## src/rtl/id_pkg.sv

```systemverilog
// Shared RV32I decode constants, EX aluop encoding and the decoded-bundle type
// used by the decode stage.
package id_pkg;

    localparam int DATA_W  = 32;
    localparam int ALUOP_W = 5;

    localparam logic [6:0] OPC_LOAD   = 7'b0000011;
    localparam logic [6:0] OPC_OPIMM  = 7'b0010011;
    localparam logic [6:0] OPC_AUIPC  = 7'b0010111;
    localparam logic [6:0] OPC_STORE  = 7'b0100011;
    localparam logic [6:0] OPC_OP     = 7'b0110011;
    localparam logic [6:0] OPC_LUI    = 7'b0110111;
    localparam logic [6:0] OPC_BRANCH = 7'b1100011;
    localparam logic [6:0] OPC_JALR   = 7'b1100111;
    localparam logic [6:0] OPC_JAL    = 7'b1101111;

    localparam logic [2:0] F3_ADD  = 3'd0;
    localparam logic [2:0] F3_SLL  = 3'd1;
    localparam logic [2:0] F3_SLT  = 3'd2;
    localparam logic [2:0] F3_SLTU = 3'd3;
    localparam logic [2:0] F3_XOR  = 3'd4;
    localparam logic [2:0] F3_SR   = 3'd5;
    localparam logic [2:0] F3_OR   = 3'd6;
    localparam logic [2:0] F3_AND  = 3'd7;

    localparam logic [6:0] F7_BASE = 7'b0000000;
    localparam logic [6:0] F7_ALT  = 7'b0100000;

    typedef enum logic [ALUOP_W-1:0] {
        EX_NOP, EX_ADD, EX_SUB, EX_SLL, EX_SLT, EX_SLTU, EX_XOR, EX_SRL,
        EX_SRA, EX_OR, EX_AND, EX_LB, EX_LH, EX_LW, EX_LBU, EX_LHU,
        EX_SB, EX_SH, EX_SW, EX_BEQ, EX_BNE, EX_BLT, EX_BGE, EX_BLTU,
        EX_BGEU, EX_JAL, EX_JALR, EX_AUIPC
    } aluop_e;

    typedef struct packed {
        logic [DATA_W-1:0] pc;
        aluop_e            aluop;
        logic [DATA_W-1:0] offset;
        logic              w_req;
        logic [4:0]        w_addr;
        logic              r1_used;
        logic              r2_used;
        logic              illegal;
    } bundle_t;

    // Register-register / register-immediate op selected by func3 alone.
    function automatic aluop_e alu_f3(input logic [2:0] f3);
        case (f3)
            F3_ADD:  return EX_ADD;
            F3_SLL:  return EX_SLL;
            F3_SLT:  return EX_SLT;
            F3_SLTU: return EX_SLTU;
            F3_XOR:  return EX_XOR;
            F3_SR:   return EX_SRL;
            F3_OR:   return EX_OR;
            default: return EX_AND;
        endcase
    endfunction

endpackage

```

## src/rtl/id_decode.sv

```systemverilog
// Combinational RV32I decoder: instruction word to decoded bundle.
module id_decode import id_pkg::*; (
    input  logic [31:0]       inst,
    input  logic [DATA_W-1:0] pc,
    output bundle_t           dec
);
    logic [6:0]        opc, f7;
    logic [2:0]        f3;
    logic              ill;
    logic [DATA_W-1:0] imm_i, imm_s, imm_b, imm_j, imm_u, shamt;

    assign opc   = inst[6:0];
    assign f3    = inst[14:12];
    assign f7    = inst[31:25];
    assign imm_i = DATA_W'($signed(inst[31:20]));
    assign imm_s = DATA_W'($signed({inst[31:25], inst[11:7]}));
    assign imm_b = DATA_W'($signed({inst[31], inst[7], inst[30:25], inst[11:8], 1'b0}));
    assign imm_j = DATA_W'($signed({inst[31], inst[19:12], inst[20], inst[30:21], 1'b0}));
    assign imm_u = DATA_W'($signed({inst[31:12], 12'b0}));
    assign shamt = DATA_W'(inst[24:20]);

    always_comb begin
        dec        = '0;
        ill        = 1'b0;
        dec.pc     = pc;
        dec.w_addr = inst[11:7];
        case (opc)
            OPC_OPIMM: begin
                dec.r1_used = 1'b1;
                dec.w_req   = 1'b1;
                dec.offset  = imm_i;
                dec.aluop   = alu_f3(f3);
                if (f3 == F3_SLL) begin
                    dec.offset = shamt;
                    ill        = (f7 != F7_BASE);
                end else if (f3 == F3_SR) begin
                    dec.offset = shamt;
                    dec.aluop  = (f7 == F7_ALT) ? EX_SRA : EX_SRL;
                    ill        = (f7 != F7_BASE) && (f7 != F7_ALT);
                end
            end
            OPC_OP: begin
                dec.r1_used = 1'b1;
                dec.r2_used = 1'b1;
                dec.w_req   = 1'b1;
                if (f7 == F7_BASE)                      dec.aluop = alu_f3(f3);
                else if (f7 == F7_ALT && f3 == F3_ADD)  dec.aluop = EX_SUB;
                else if (f7 == F7_ALT && f3 == F3_SR)   dec.aluop = EX_SRA;
                else                                    ill = 1'b1;
            end
            OPC_LOAD: begin
                dec.r1_used = 1'b1;
                dec.w_req   = 1'b1;
                dec.offset  = imm_i;
                case (f3)
                    3'd0:    dec.aluop = EX_LB;
                    3'd1:    dec.aluop = EX_LH;
                    3'd2:    dec.aluop = EX_LW;
                    3'd4:    dec.aluop = EX_LBU;
                    3'd5:    dec.aluop = EX_LHU;
                    default: ill = 1'b1;
                endcase
            end
            OPC_STORE: begin
                dec.r1_used = 1'b1;
                dec.r2_used = 1'b1;
                dec.offset  = imm_s;
                case (f3)
                    3'd0:    dec.aluop = EX_SB;
                    3'd1:    dec.aluop = EX_SH;
                    3'd2:    dec.aluop = EX_SW;
                    default: ill = 1'b1;
                endcase
            end
            OPC_BRANCH: begin
                dec.r1_used = 1'b1;
                dec.r2_used = 1'b1;
                dec.offset  = imm_b;
                case (f3)
                    3'd0:    dec.aluop = EX_BEQ;
                    3'd1:    dec.aluop = EX_BNE;
                    3'd4:    dec.aluop = EX_BLT;
                    3'd5:    dec.aluop = EX_BGE;
                    3'd6:    dec.aluop = EX_BLTU;
                    3'd7:    dec.aluop = EX_BGEU;
                    default: ill = 1'b1;
                endcase
            end
            OPC_JAL: begin
                dec.w_req  = 1'b1;
                dec.offset = imm_j;
                dec.aluop  = EX_JAL;
            end
            OPC_JALR: begin
                dec.r1_used = 1'b1;
                dec.w_req   = 1'b1;
                dec.offset  = imm_i;
                dec.aluop   = EX_JALR;
                ill         = (f3 != 3'd0);
            end
            OPC_LUI: begin
                dec.w_req  = 1'b1;
                dec.offset = imm_u;
                dec.aluop  = EX_OR;
            end
            OPC_AUIPC: begin
                dec.w_req  = 1'b1;
                dec.offset = imm_u;
                dec.aluop  = EX_AUIPC;
            end
            default: ill = 1'b1;
        endcase
        // Illegal words still travel to EX, but must not write or read anything.
        if (ill) begin
            dec.aluop   = EX_NOP;
            dec.offset  = '0;
            dec.w_req   = 1'b0;
            dec.r1_used = 1'b0;
            dec.r2_used = 1'b0;
            dec.illegal = 1'b1;
        end
        if (!dec.w_req) dec.w_addr = '0;
    end

endmodule

```

## src/rtl/id_pipe_stage.sv

```systemverilog
// Decode stage: operand forwarding, load-use hazard stall, registered ID/EX
// bundle with valid/ready on both sides and a saturating stall counter.
module id_pipe_stage import id_pkg::*; #(
    parameter int XLEN  = DATA_W,
    parameter int NFWD  = 2,
    parameter int CNT_W = 32
) (
    input  logic                 clk,
    input  logic                 rst_n,
    input  logic                 rdy,
    input  logic                 flush,
    input  logic                 in_valid,
    output logic                 in_ready,
    input  logic [XLEN-1:0]      in_pc,
    input  logic [31:0]          in_inst,
    output logic [4:0]           rf_r1_addr,
    output logic [4:0]           rf_r2_addr,
    input  logic [XLEN-1:0]      rf_r1_data,
    input  logic [XLEN-1:0]      rf_r2_data,
    input  logic [NFWD-1:0]      fwd_valid,
    input  logic [NFWD*5-1:0]    fwd_addr,
    input  logic [NFWD*XLEN-1:0] fwd_data,
    input  logic                 ld_pending,
    input  logic [4:0]           ld_addr,
    output logic                 out_valid,
    input  logic                 out_ready,
    output logic [XLEN-1:0]      out_pc,
    output logic [ALUOP_W-1:0]   out_aluop,
    output logic [XLEN-1:0]      out_r1,
    output logic [XLEN-1:0]      out_r2,
    output logic [XLEN-1:0]      out_offset,
    output logic                 out_w_req,
    output logic [4:0]           out_w_addr,
    output logic                 out_illegal,
    output logic [CNT_W-1:0]     stall_cnt
);
    bundle_t         dec;
    logic [4:0]      rs1, rs2;
    logic [XLEN-1:0] op1, op2;
    logic            hazard, slot_free, accept;

    id_decode u_dec (.inst(in_inst), .pc(in_pc), .dec(dec));

    assign rs1        = in_inst[19:15];
    assign rs2        = in_inst[24:20];
    assign rf_r1_addr = rs1;
    assign rf_r2_addr = rs2;

    // Scan oldest to youngest so source 0 overrides everything else.
    function automatic logic [XLEN-1:0] operand(input logic used, input logic [4:0] rs,
                                                input logic [XLEN-1:0] rf, input logic [XLEN-1:0] off);
        logic [XLEN-1:0] v;
        v = rf;
        for (int i = NFWD-1; i >= 0; i--)
            if (fwd_valid[i] && fwd_addr[i*5 +: 5] == rs) v = fwd_data[i*XLEN +: XLEN];
        if (rs == 5'd0) v = '0;
        if (!used)      v = off;
        return v;
    endfunction

    assign op1 = operand(dec.r1_used, rs1, rf_r1_data, dec.offset);
    assign op2 = operand(dec.r2_used, rs2, rf_r2_data, dec.offset);

    assign hazard    = in_valid && ld_pending && (ld_addr != 5'd0) &&
                       ((dec.r1_used && rs1 == ld_addr) || (dec.r2_used && rs2 == ld_addr));
    assign slot_free = !out_valid || out_ready;
    assign in_ready  = rdy && !flush && !hazard && slot_free;
    assign accept    = in_valid && in_ready;

    always_ff @(posedge clk or negedge rst_n) begin
        if (!rst_n) begin
            out_valid   <= 1'b0;
            out_pc      <= '0;
            out_aluop   <= '0;
            out_r1      <= '0;
            out_r2      <= '0;
            out_offset  <= '0;
            out_w_req   <= 1'b0;
            out_w_addr  <= '0;
            out_illegal <= 1'b0;
            stall_cnt   <= '0;
        end else if (rdy) begin
            if (flush) begin
                out_valid <= 1'b0;
            end else if (accept) begin
                out_valid   <= 1'b1;
                out_pc      <= dec.pc;
                out_aluop   <= dec.aluop;
                out_r1      <= op1;
                out_r2      <= op2;
                out_offset  <= dec.offset;
                out_w_req   <= dec.w_req;
                out_w_addr  <= dec.w_addr;
                out_illegal <= dec.illegal;
            end else if (slot_free) begin
                out_valid <= 1'b0;
            end
            if (!flush && hazard && stall_cnt != {CNT_W{1'b1}})
                stall_cnt <= stall_cnt + CNT_W'(1);
        end
    end

endmodule

```

## config.mk

```make
export PLATFORM = sky130hd
export DESIGN_NAME = id_pipe_stage
export DESIGN_NICKNAME = d
export VERILOG_FILES = /design/src/rtl/id_pkg.sv /design/src/rtl/id_decode.sv /design/src/rtl/id_pipe_stage.sv
export SDC_FILE = /design/constraint.sdc
export NUM_CORES = 1
export LEC_CHECK = 0
export CELL_PAD_IN_SITES_DETAIL_PLACEMENT = 0
export CELL_PAD_IN_SITES_GLOBAL_PLACEMENT = 1
export CORE_AREA = 2 2 154 156
export DETAILED_ROUTE_END_ITERATION = 7
export DIE_AREA = 0 0 156 158
export DONT_BUFFER_PORTS = 1
export PLACE_DENSITY_LB_ADDON = 0.1
export SYNTH_ARGS = -nofsm -noshare
export SYNTH_HDL_FRONTEND = slang
export SYNTH_SLANG_ARGS = --single-unit
```

## constraint.sdc

```tcl
create_clock -name clk -period 3 [get_ports clk]
set_input_delay 0.3 -clock clk [delete_from_list [all_inputs] [get_ports clk]]
set_output_delay 0.3 -clock clk [all_outputs]
set_load 0.05 [all_outputs]
```

==> impl_metrics.yaml, run 1 <==
drt:
  wl_met3_mm: 3.75
  vias_per_cell: 6.21
  ant_nets: 0
  wirelength_mm: 38.0
  route.met2.wl_mm: 18.6
  first_pass_iters: 5
  drc: 0
  drt_iter0_markers: 643
  vias: 8954
  drt-met1-wl_mm: 14.6
  top_layer: "met4"
  wire_per_inst_um: 26.4
global_route:
  grt_pass1_wl_mm: 54.9
  grt_max_degree: 174
  antenna_found_initial: 0
  grt_overflow: 0
  track_usage_pct: 29.8
  grt_pass1_vias: 8703
synth:
  ys_ff_latch: 173
  synth.distinct_cells: 72
  netlist_instances: 1126
  yosysSeqAreaShare_pct: 40.9
  synthArstFlopShare_pct: 100
  synth_edf_count: 0
  synth_area_leader_cell: "dfrtp_1"
  ys.flop_type: "dfrtp_1"
  synth_top_area_share_pct: 40.9
  synth_area_sq_mm: 0.0106
  synth_area_leaders: "dfrtp_1 41%, o21ai_0 11%, mux2_4 7.0%, mux2i_1 6.1%, nand2_1 4.1%"
  syn-mean-instance-area_sq_um: 9.39
  yosys_warnings: 0
  syn-num-nets: 1343
clock_network:
  cts_tree: "done"
  clk_pin_slew_ns: 0.07
  worstSkewPairLatency_ns: 0.44
  cts_setup_buffers: 0
  htree_levels: 4
  cts.path.max_buffers: 2
  cts_buffers: 17
  cts.sinks: 173
  clockRootBuffer: "clkbuf_16"
  cts_resized: 0
timing:
  hold_ws_ns: -0.433
  setup_slack_ns: 0.150
  period_needed_ns: 2.85
  tightestPinTransition_ns: 1.01
  tns_ns: 0
  setup_viol_count_final: 0
  max_slew_margin_pct: 32.3
  finalHoldViolations: 173
  clock-skew-final_ns: 0.0130
  timing.final.crit_share_pct: 95.0
  fmax_ghz: 0.351
  slew_violations: 0
  rsz0062_at_grt: "no"
final_layout:
  fin_util_pct: 51.4
  nets: 1355
  fill_cells: 2138
  diodes: 0
  stdcell_count: 1441
  area_delta_synth_final_pct: 12.1
  drive_above_1_share_pct: 15.3
power:
  p_leak_uw: 0.00529
  peakVddDrop_mv: 0.291
  power_density_mw_per_mm2: 462
setup_path:
  path_cells: "and4bb_2, o211ai_1, nor4_1, o21ai_1, nor3_4, buf_4, nor3_2, buf_4"
  cp_slowest_cell: "nor4_1"
  critPathLaunchType: "primary input"
  path_depth: 8
  worstPathArrival_ns: 2.55
  path_buf_inv: 2
  worst-path-max-fanout: 20
  r2r_cells: 7
  worst_ep_required_time_ns: 2.70
  end_kind: "primary output"
  crit_path_frequent_cell: "buf_4"
  critPathTopFamily: "simple AND/OR/NAND/NOR gates"
  crit_type: "in -> out"
  max_stage_delay_ns: 0.49
run_status:
  status: "complete, but fails checks"
  violations: "hold timing"
floorplan:
  rows: 56
  dieArea_sq_mm: 0.0246
  core_sq_mm: 0.0231
  die_h_um: 158
  die_w_um: 156
  ios: 400
  start_util_pct: 45.9
worst_hold_path:
  hold_path_class: "in -> async"
run:
  maxCapViolations: 0
placement:
  hpwl_mm: 27.8
  gp_congestion: 0.859
  io_buffers: 0
  dp.cells: 1380
  place_ws_ns: 0.173
[path summary, 6_finish.rpt]
check / from / end / slack, ns
setup / recovery: in_inst[3] / in_ready / 0.15
hold / removal: rst_n / out_aluop[0] / -0.43
setup reg to reg: stall_cnt[14] / stall_cnt[22] / 0.43
hold reg to reg: stall_cnt[5] / stall_cnt[5] / 0.52
max in group asynchronous: rst_n / out_r2[1] / 2.97
min in group clk: in_pc[30] / out_pc[30] / 0.02
[flip-flops by register name, indices dropped and copies added, names as in the netlist]
| register | count |
|---|---|
| out_w_addr | 5 |
| out_w_req | 1 |
| out_r2 | 32 |
| out_pc | 32 |
| stall_cnt | 32 |
| out_offset | 32 |
| out_r1 | 32 |
| out_illegal | 1 |
| out_valid | 1 |
| out_aluop | 5 |
[kinds of logic after synthesis]
family | Yosys count | share of synthesized area, %
AOI/OAI and AO/OA | 390 | 22.1
adders and majority gates | 1 | 0.118
and+or+nand+nor | 265 | 13.0
buffers and inverters | 121 | 5.57
DFF | 173 | 40.9
xor gates and xnor gates | 62 | 5.13
muxes | 114 | 13.1
[synth_stat cells (all sizes together), types with 3 or more instances]
cell type / n
nor2: 23
a22o: 12
a21boi: 9
inv: 19
a21o: 5
and3: 7
a21oi: 28
o22ai: 11
o2bb2ai: 3
a22oi: 38
o31ai: 14
mux2i: 64
o21ai: 236
or2: 3
o211ai: 4
mux2: 50
nand2: 116
xnor2: 34
o41ai: 6
xor2: 28
buf: 49
nand4: 14
clkbuf: 53
and4: 6
a221o: 3
nand3: 39
nor4: 13
nor3: 22
dfrtp: 173
nand2b: 5
a32oi: 6
[what timing repair did]
action	in CTS	in global routing
endpoints found under the setup margin	0	0
hold buffers	9	20
endpoints found under the hold margin	182	193
[placed cells by master (no fill, tap or decap), types with 12 or more instances in the layout]
| cell | n |
|---|---|
| a21oi_1 | 27 |
| o21ai_0 | 229 |
| o31ai_1 | 14 |
| clkbuf_16 | 17 |
| a22oi_1 | 38 |
| dfrtp_1 | 173 |
| nor2_1 | 21 |
| xnor2_1 | 34 |
| xor2_1 | 28 |
| mux2_4 | 49 |
| buf_4 | 60 |
| a22o_1 | 12 |
| nor3_1 | 13 |
| mux2i_1 | 64 |
| inv_1 | 19 |
| dlygate4sd3_1 | 29 |
| nand4_1 | 14 |
| nand2_1 | 114 |
| nand3_1 | 37 |
[cell type report]
cell class	count	area [sq um]	area share [%]
multi-input cells	832	5690	48.0
clock inverters	13	108	0.907
well taps	290	363	3.06
inverters	19	71.3	0.601
flip-flops and latches	173	4330	36.5
repair buffers	95	861	7.26
clock buffers	19	433	3.65
[worst register-to-register path: cells and delay by family, from the launching register on]
kind	cells	cell delay, ns
flops	1	0.68
compound gates	2	0.42
simple gates	4	1.21
xor+xnor	1	0.16
[per-layer routing]
layer	vias up	track usage (%)
li1	4144	-
met1	4364	35.3
met2	385	50.0
met3	61	11.5
met4	0	9.92
met5	-	0
[where the power goes]
part / leakage (uW) / switching [uW] / total (uW) / internal, uW
sequential: 0.00234 / 450 / 2880 / 2430
clock: 0.000247 / 1020 / 2100 / 1080
combinational: 0.00270 / 226 / 500 / 274
[stage by stage]
step           total power (uW)  instance area, sq um
2_1_floorplan              3330                 10600
3_3_place_gp               3380                 11000
3_5_place_dp               3390                 11000
4_1_cts                    5490                 11700
5_1_grt                    5670                 11900
6_report                   5470                 11900
(Power assumes the default switching activity.)
==> inputs of run 2 (changes only) <==
- CORE_AREA: 2 2 154 156 -> 2 2 155 157
- CTS_BUF_LIST: default -> sky130_fd_sc_hd__clkbuf_2
- DIE_AREA: 0 0 156 158 -> 0 0 157 159
==> impl_metrics.yaml, run 2 (synthesis results as in run 1) <==
placement:
  io_buffers: 0
  place_ws_ns: 0.126
  dp.cells: 1419
  gp_congestion: 0.839
  hpwl_mm: 29.1
run:
  maxCapViolations: 0
timing:
  timing.final.crit_share_pct: 91.4
  rsz0062_at_grt: "no"
  clock-skew-final_ns: 0.0500
  hold_ws_ns: -0.840
  period_needed_ns: 2.74
  slew_violations: 0
  finalHoldViolations: 173
  setup_viol_count_final: 0
  tns_ns: 0
  max_slew_margin_pct: 37.1
  setup_slack_ns: 0.257
  fmax_ghz: 0.365
  tightestPinTransition_ns: 0.941
setup_path:
  worstPathArrival_ns: 2.44
  crit_type: "in -> out"
  critPathLaunchType: "primary input"
  cp_slowest_cell: "dlygate4sd3_1"
  reg2reg_slack_ns: 0.46
  crit_path_frequent_cell: "buf_4"
  worst_ep_required_time_ns: 2.70
  path_cells: "dlygate4sd3_1, inv_1, o21ai_2, a311o_4, nor3_4, buf_4, nor3_2, buf_4"
  max_stage_delay_ns: 0.64
  end_kind: "primary output"
  worst-path-max-fanout: 28
floorplan:
  die_w_um: 157
  start_util_pct: 45.6
  ios: 400
  die_h_um: 159
  rows: 56
  dieArea_sq_mm: 0.0250
  core_sq_mm: 0.0232
power:
  power_density_mw_per_mm2: 379
  combPwrFrac_pct: 13.8
  clockPowerShare_pct: 27.2
  p_leak_uw: 0.00573
  switching_share_pct: 34.2
  peakVddDrop_mv: 0.239
  p_int_uw: 3220
  power_frac_seq_pct: 58.9
  p_sw_uw: 1670
final_layout:
  nets: 1488
  stdcell_count: 1604
  fill_cells: 2059
  multi_input_area_sq_mm: 0.00569
  area_delta_synth_final_pct: 22.0
  final_cell_mix: "229 x o21ai_0, 173 x dfrtp_1, 152 x dlygate4sd3_1"
  fin_util_pct: 55.6
  drive_above_1_share_pct: 14.6
  regArea_sq_mm: 0.00433
  final_common_cell: "o21ai_0"
drt:
  ant_nets: 0
  route.met2.wl_mm: 20.9
  top_layer: "met4"
  wire_per_inst_um: 25.6
  vias_per_cell: 5.96
  drt-met1-wl_mm: 15.7
  vias: 9559
  wirelength_mm: 41.0
  drt_iter0_markers: 814
  drc: 0
  wl_met3_mm: 3.76
  first_pass_iters: 6
global_route:
  grt_pass1_wl_mm: 60.9
  grt_max_degree: 174
  grt_pass1_vias: 9667
  grt_overflow: 0
  antenna_found_initial: 1
  track_usage_pct: 32.0
clock_network:
  cts_buffers: 17
  cts.path.max_buffers: 2
  cts.sinks: 173
  clk_pin_slew_ns: 0.30
  cts_tree: "done"
  cts_resized: 0
  htree_levels: 4
  cts_setup_buffers: 0
  worstSkewPairLatency_ns: 0.77
  clockRootBuffer: "clkbuf_2"
run_status:
  status: "complete, but fails checks"
  violations: "hold timing"
worst_hold_path:
  hold_path_class: "in -> async"
run 2: critical path, delay by kind of cell:
family / cells / cell delay (ns)
compound gates: 2 / 0.49
simple gates: 2 / 0.31
buf+inv: 4 / 1.33
run 2: area by class of cell:
class	instances	area share, %
diodes	1	0.0194
clock buffers	18	0.698
clock inverters	14	1.22
inverters	19	0.553
multi-input cells	832	44.1
flip-flops and latches	173	33.6
well taps	319	3.09
repair buffers	228	16.7
run 2: power by group through the flow:
stage	logic [uW]	registers, uW	clock network, uW
finish	676	2880	1330
CTS	667	2880	1360
floorplan	438	2890	0
global placement	475	2920	0
detailed placement	482	2920	0
global route	722	2900	1460
run 2: through the flow:
stage	cell area, sq um	power (uW)
floorplan	10600	3330
global placement	11100	3390
detailed placement	11100	3400
CTS	12900	4910
global route	12900	5080
finish	12900	4890
run 2: path summary, 6_finish.rpt:
kind / from / end / cells after the start
min in group clk: fwd_data[39] / out_r1[7] / 4
max in group asynchronous: rst_n / out_r2[21] / 0
hold / removal: rst_n / stall_cnt[23] / 0
setup reg to reg: stall_cnt[30] / stall_cnt[13] / 6
setup / recovery: in_inst[30] / in_ready / 8
hold reg to reg: stall_cnt[5] / stall_cnt[5] / 1
run 2: timing repair:
item | 4_1_cts | 5_1_grt
hold endpoints to repair | 310 | 175
endpoints found under the setup margin | 0 | 0
hold buffers | 149 | 3
run 2: routing by layer:
layer  track usage [%]  vias up
met4              6.76        0
met3              9.99       37
met5                 0        -
met2              56.7      436
met1              38.0     4699
li1                  -     4387
